===== src/rtl/cpu_ctrl_pkg.sv =====
// Shared types and constants for the cpu run controller.
package cpu_ctrl_pkg;

    typedef enum logic [2:0] {
        IDLE,
        LOAD,
        CPU_RST,
        RUN,
        DONE
    } state_t;

    localparam int RST_HOLD_CYCLES = 2;
    localparam int RST_CNT_W       = 2;

endpackage


===== src/rtl/imem_loader.sv =====
// Program streaming port: word index, overflow flag and a registered
// instruction-memory write port.
module imem_loader #(
    parameter int AW    = 32,
    parameter int DW    = 32,
    parameter int DEPTH = 256
) (
    input  logic          clk,
    input  logic          rst,
    input  logic          accept_i,
    input  logic          first_i,
    input  logic          last_i,
    input  logic [DW-1:0] data_i,
    output logic          we_o,
    output logic [AW-1:0] waddr_o,
    output logic [DW-1:0] wdata_o,
    output logic          err_o
);

    localparam int IW = $clog2(DEPTH + 1);

    logic [IW-1:0] idx_q, idx_d, eff_idx;
    logic          in_range;
    logic          we_q, we_d;
    logic [AW-1:0] waddr_q, waddr_d;
    logic [DW-1:0] wdata_q, wdata_d;
    logic          err_q, err_d;

    always_comb begin
        eff_idx  = first_i ? '0 : idx_q;
        in_range = eff_idx < IW'(DEPTH);
        idx_d    = idx_q;
        we_d     = 1'b0;
        waddr_d  = waddr_q;
        wdata_d  = wdata_q;
        err_d    = first_i ? 1'b0 : err_q;
        if (accept_i) begin
            if (in_range) begin
                we_d    = 1'b1;
                waddr_d = AW'(eff_idx) << 2;
                wdata_d = data_i;
                idx_d   = eff_idx + 1'b1;
            end else begin
                // past capacity: swallow the word so the host never stalls
                err_d = 1'b1;
                idx_d = eff_idx;
            end
            if (last_i) idx_d = '0;
        end
    end

    always_ff @(posedge clk or negedge rst) begin
        if (!rst) begin
            idx_q   <= '0;
            we_q    <= 1'b0;
            waddr_q <= '0;
            wdata_q <= '0;
            err_q   <= 1'b0;
        end else begin
            idx_q   <= idx_d;
            we_q    <= we_d;
            waddr_q <= waddr_d;
            wdata_q <= wdata_d;
            err_q   <= err_d;
        end
    end

    assign we_o    = we_q;
    assign waddr_o = waddr_q;
    assign wdata_o = wdata_q;
    assign err_o   = err_q;

endmodule


===== src/rtl/cpu_run_ctrl.sv =====
// Run controller around the single-cycle RV32 cpu: program load,
// reset hold, free-run or single-step, completion detect, a0 capture.
module cpu_run_ctrl import cpu_ctrl_pkg::*; #(
    parameter int ADDRESS_WIDTH = 32,
    parameter int DATA_WIDTH    = 32,
    parameter int IMEM_DEPTH    = 256,
    parameter int CYC_WIDTH     = 16
) (
    input  logic                     clk,
    input  logic                     rst,
    input  logic                     load_valid,
    input  logic [DATA_WIDTH-1:0]    load_data,
    input  logic                     load_last,
    output logic                     load_ready,
    input  logic                     start,
    input  logic                     single_step,
    input  logic                     step,
    input  logic                     halt_req,
    input  logic [CYC_WIDTH-1:0]     run_cycles,
    input  logic [ADDRESS_WIDTH-1:0] pc,
    input  logic [DATA_WIDTH-1:0]    a0,
    output logic                     imem_we,
    output logic [ADDRESS_WIDTH-1:0] imem_waddr,
    output logic [DATA_WIDTH-1:0]    imem_wdata,
    output logic                     cpu_rst,
    output logic                     cpu_en,
    output logic                     busy,
    output logic                     done,
    output logic [DATA_WIDTH-1:0]    result,
    output logic [CYC_WIDTH-1:0]     cycle_count,
    output logic                     err_overflow
);

    state_t                   state_q, state_d;
    logic [RST_CNT_W-1:0]     rst_cnt_q;
    logic [CYC_WIDTH-1:0]     cyc_q;
    logic [ADDRESS_WIDTH-1:0] pc_q;
    logic                     prev_en_q;
    logic [DATA_WIDTH-1:0]    result_q;
    logic                     accept, first, limit_hit, loop_hit;

    assign accept    = load_valid & load_ready;
    assign first     = accept & ((state_q == IDLE) | (state_q == DONE));
    assign limit_hit = (run_cycles != '0) && (cyc_q >= run_cycles);
    // a cpu that jumps to itself leaves pc unchanged across an enabled cycle
    assign loop_hit  = prev_en_q && (pc == pc_q);

    always_comb begin
        state_d    = state_q;
        cpu_rst    = 1'b0;
        cpu_en     = 1'b0;
        load_ready = 1'b0;
        busy       = 1'b0;
        done       = 1'b0;
        unique case (state_q)
            IDLE, DONE: begin
                cpu_rst    = (state_q == IDLE);
                done       = (state_q == DONE);
                load_ready = 1'b1;
                if (accept)
                    state_d = load_last ? CPU_RST : LOAD;
                else if (start)
                    state_d = CPU_RST;
            end
            LOAD: begin
                cpu_rst    = 1'b1;
                load_ready = 1'b1;
                if (accept && load_last) state_d = CPU_RST;
            end
            CPU_RST: begin
                cpu_rst = 1'b1;
                if (rst_cnt_q == RST_CNT_W'(RST_HOLD_CYCLES - 1))
                    state_d = RUN;
            end
            RUN: begin
                busy   = 1'b1;
                cpu_en = (single_step ? step : 1'b1)
                         & ~halt_req & ~limit_hit;
                if (halt_req || limit_hit || loop_hit)
                    state_d = DONE;
            end
            default: state_d = IDLE;
        endcase
    end

    always_ff @(posedge clk or negedge rst) begin
        if (!rst) begin
            state_q   <= IDLE;
            rst_cnt_q <= '0;
            cyc_q     <= '0;
            pc_q      <= '0;
            prev_en_q <= 1'b0;
            result_q  <= '0;
        end else begin
            state_q   <= state_d;
            pc_q      <= pc;
            prev_en_q <= cpu_en;
            if (state_q == CPU_RST) rst_cnt_q <= rst_cnt_q + 1'b1;
            else                    rst_cnt_q <= '0;
            if (state_q == CPU_RST)          cyc_q <= '0;
            else if (cpu_en && cyc_q != '1) cyc_q <= cyc_q + 1'b1;
            if (state_d == DONE && state_q != DONE) result_q <= a0;
        end
    end

    assign result      = result_q;
    assign cycle_count = cyc_q;

    imem_loader #(
        .AW    (ADDRESS_WIDTH),
        .DW    (DATA_WIDTH),
        .DEPTH (IMEM_DEPTH)
    ) u_loader (
        .clk      (clk),
        .rst      (rst),
        .accept_i (accept),
        .first_i  (first),
        .last_i   (load_last),
        .data_i   (load_data),
        .we_o     (imem_we),
        .waddr_o  (imem_waddr),
        .wdata_o  (imem_wdata),
        .err_o    (err_overflow)
    );

endmodule


===== config.mk =====
export PLATFORM = sky130hd
export DESIGN_NAME = cpu_run_ctrl
export DESIGN_NICKNAME = d
export VERILOG_FILES = /design/src/rtl/cpu_ctrl_pkg.sv /design/src/rtl/imem_loader.sv /design/src/rtl/cpu_run_ctrl.sv
export SDC_FILE = /design/constraint.sdc
export NUM_CORES = 1
export LEC_CHECK = 0
export ABC_CLOCK_PERIOD_IN_PS = 5100
export CORE_MARGIN = 2
export CORE_UTILIZATION = 44
export DETAILED_ROUTE_END_ITERATION = 8
export HOLD_SLACK_MARGIN = 0.15
export PLACE_DENSITY = 0.77
export SLEW_MARGIN = 20
export SYNTH_ARGS = -nofsm -noshare
export SYNTH_HDL_FRONTEND = slang
export SYNTH_SLANG_ARGS = --single-unit

===== constraint.sdc =====
create_clock -name clk -period 5.1 [get_ports clk]
set_clock_uncertainty 0.1 [all_clocks]
set_input_delay 1.53 -clock clk [delete_from_list [all_inputs] [get_ports clk]]
set_output_delay 1.53 -clock clk [all_outputs]
set_load 0.005 [all_outputs]

==> results of run 1 <==
cell type report:
cell class	count	area share, %
Sequential cell	138	37.42
Multi-Input combinational cell	404	28.25
Timing Repair Buffer	228	24.44
Clock buffer	20	4.948
Tap cell	180	2.440
Clock inverter	10	1.559
Inverter	23	0.9355
registers in the layout, indices dropped and copies added, names as in the netlist:
name              count
result               32
u_loader.waddr_o      9
prev_en_q             1
u_loader.err_o        1
u_loader.idx_q        9
cycle_count          16
pc_q                 32
u_loader.we_o         1
state_q               3
rst_cnt_q             2
u_loader.wdata_o     32
Yosys cell counts (11+ instances only):
| cell type | count | area share, % |
|---|---|---|
| nor3_1 | 11 | 0.88 |
| nor4_1 | 13 | 1.3 |
| a21oi_1 | 17 | 1.4 |
| ha_1 | 19 | 3.8 |
| xor2_1 | 31 | 4.4 |
| mux2_2 | 34 | 6.1 |
| dfrtp_1 | 138 | 55 |
| nand2_1 | 140 | 8.4 |
| inv_1 | 22 | 1.3 |
| nand3_1 | 12 | 0.96 |
| nor2_1 | 23 | 1.4 |
| o21ai_0 | 15 | 1.2 |
| buf_4 | 26 | 3.1 |
cells by family (layout without fill, tap and decap cells):
group	after synthesis	after routing	synth area share [%]
AO/OA/AOI/OAI	55	55	5.838
XOR/XNOR	38	38	5.336
adder cells (fa/ha/maj)	19	19	3.811
buffers and inverters	64	281	5.617
flip-flops	138	138	55.37
multiplexers	40	40	7.101
other	1	23	0.06012
AND/OR/NAND/NOR	229	229	16.87
critical path: stages:
cell             delay [ns]
clkdlybuf4s50_1        0.49
inv_1                  0.08
ha_4                   0.25
a21oi_2                0.17
nor2_2                 0.06
nor4_2                 0.28
buf_4                  0.16
a31oi_4                0.09
nor2_2                 0.14
buf_2                  0.13
per-layer routing:
layer	vias up	wire, um	GRT usage [%]
met5	-	0	0
met4	0	272	7.457
met3	32	1375	8.303
met2	199	7294	32.94
met1	2355	6126	24.86
li1	2377	-	-
power by group through the flow:
stage	Sequential (mW)	Combinational, mW	Clock [mW]
after floorplan	1.60	0.584	0
after global placement	1.60	1.38	0
after detailed placement	1.62	1.41	0
after CTS	1.60	1.42	1.26
final	1.60	1.40	1.23
after global routing	1.64	1.55	1.32
worst min-delay path by stage:
stage / startpoint / to / slack, ns / depth (start not counted)
2_1_floorplan: rst_cnt_q[0] / rst_cnt_q[0] / 0.31 / 1
3_3_place_gp: rst_cnt_q[0] / rst_cnt_q[0] / 0.32 / 1
3_5_place_dp: rst_cnt_q[0] / rst_cnt_q[0] / 0.33 / 1
4_1_cts: rst_cnt_q[0] / rst_cnt_q[0] / 0.34 / 1
5_1_grt: rst_cnt_q[0] / rst_cnt_q[0] / 0.37 / 1
6_report: rst_cnt_q[0] / rst_cnt_q[0] / 0.34 / 1
stage by stage:
stage | hold WS (ns) | util (%)
2_1_floorplan | 0.3099 | -
3_3_place_gp | 0.3227 | 61.36
3_5_place_dp | 0.3317 | 61.36
4_1_cts | 0.3385 | 65.83
5_1_grt | 0.3652 | 66.49
6_report | 0.3364 | 66.49
what timing repair did:
item	4_1_cts	5_1_grt
endpoints found under the setup margin	1	1
pin swaps	3	4
buffers inserted	0	2
hold buffers	0	0
resized for setup	7	16
cloned	0	0
==> results.yml, run 1 <==
pwr:
  swShare_pct: 28.18
  p_int_mw: 3.044
  ir_worst_vdd_mv: 0.3019
  powerDensity_nw_per_um2: 459.3
  combPwrFrac_pct: 33.1
  total_power_mw: 4.238
  seqPwrFrac_pct: 37.8
  switchingPower_mw: 1.194
  p_leak_nw: 4.238
  clkPwrFrac_pct: 29.1
finish:
  ff_latch_area_um2: 3453
  fin_nets: 951
  fin_cells: 1003
  multiInputGateArea_um2: 2608
  final_cell_mix: "clkdlybuf4s50_1, nand2_1, dfrtp_1"
  drive_gt1_share_pct: 12.52
  final_cell_area_um2: 9229
  final_common_cell: "clkdlybuf4s50_1"
  fillers: 1031
  antenna_cells: 0
  syn2layout_area_growth_pct: 47.96
synth:
  ys_ff_latch: 138
  synth_cells: 584
  synth.avg_cell_area_um2: 10.68
  netlist_area_um2: 6237
  yosys_warnings: 0
  synth_flop_cell: "dfrtp_1"
  synth_cell_types: 50
  ys_seq_area_share_pct: 55.37
  async_flop_share_pct: 100.0
  synth_edf_count: 0
routing:
  drc: 0
  wl_per_cell_um: 15.02
  drt-initial-drc-count: 165
  antenna_left: 0
  via_per_inst: 4.948
  num_vias: 4963
  first_pass_iters: 6
  drt_wl_total_um: 15070
clock_tree:
  clockBufferDepth: 2
  clk_latency_ns: 0.41
  clkTransAtPathRegs_ns: 0.05
  cts_buffers: 17
  root_buffer: "clkbuf_16"
  h-tree-depth: 4
  clock-sinks: 138
  cts_tree: "yes"
critical_path:
  cp.required_ns: 3.47
  cp-end-kind: "output pin"
  ff2ff_path_depth: 10
  cp_max_fo: 2
  worstSetupPathType: "input port to output pin"
  r2r_slack_ns: 2.05
  r2r-end: "result[14]"
  endpoint: "cpu_en"
  arrival_ns: 3.38
  cp-start-kind: "input port"
  critical_path.startpoint: "run_cycles[11]"
  r2r_start: "cycle_count[0]"
flow_run:
  drv_cap: 0
sta:
  fmax_ghz: 0.1996
  slew_violations: 0
  fin_setup_tns_ns: 0
  slew-limit-headroom_pct: 49.40
  layout_setup_ws_ns: 0.09047
  min_period_over_period_pct: 98.23
  finalSetupViolations: 0
  period_needed_ns: 5.010
  tightest_slew_ns: 0.7589
  finalHoldViolCount: 0
global_routing:
  grt_use_total_pct: 20.47
  grt_pass1_vias: 5113
  grt_antenna_before_repair: 0
  grt_first_pass_wirelength_um: 24250
  grt_max_degree: 85
  overflow: 0
floorplan:
  die_area_um2: 15140
  die_w_um: 123.1
  io_pins: 239
  die-height_um: 123.1
  start_util_pct: 44.93
  core-area_um2: 13880
  rows: 43
worst_hold_path:
  min-delay-path-class: "flip-flop to flip-flop"
place:
  placedCellCount: 971
  port_buffers: 215
  globalplace.congestion: 0.8066
  dp_slack_ns: -0.3785
  placed_cell_area_um2: 8517
  dp_hpwl_um: 10930
status:
  outcome: "complete, no violations"
No activity file was read; power rests on OpenSTA's default activity.
==> run 2, diff against run 1 <==
--- a/config.mk
+++ b/config.mk
@@ -6,6 +6,7 @@
 export NUM_CORES = 1
 export LEC_CHECK = 0
 export ABC_CLOCK_PERIOD_IN_PS = 5100
+export CAP_MARGIN = 10
 export CORE_MARGIN = 2
 export CORE_UTILIZATION = 44
 export DETAILED_ROUTE_END_ITERATION = 8
==> results of run 2 <==
No change in the layout: final DEF, timing and power equal those of run 1.
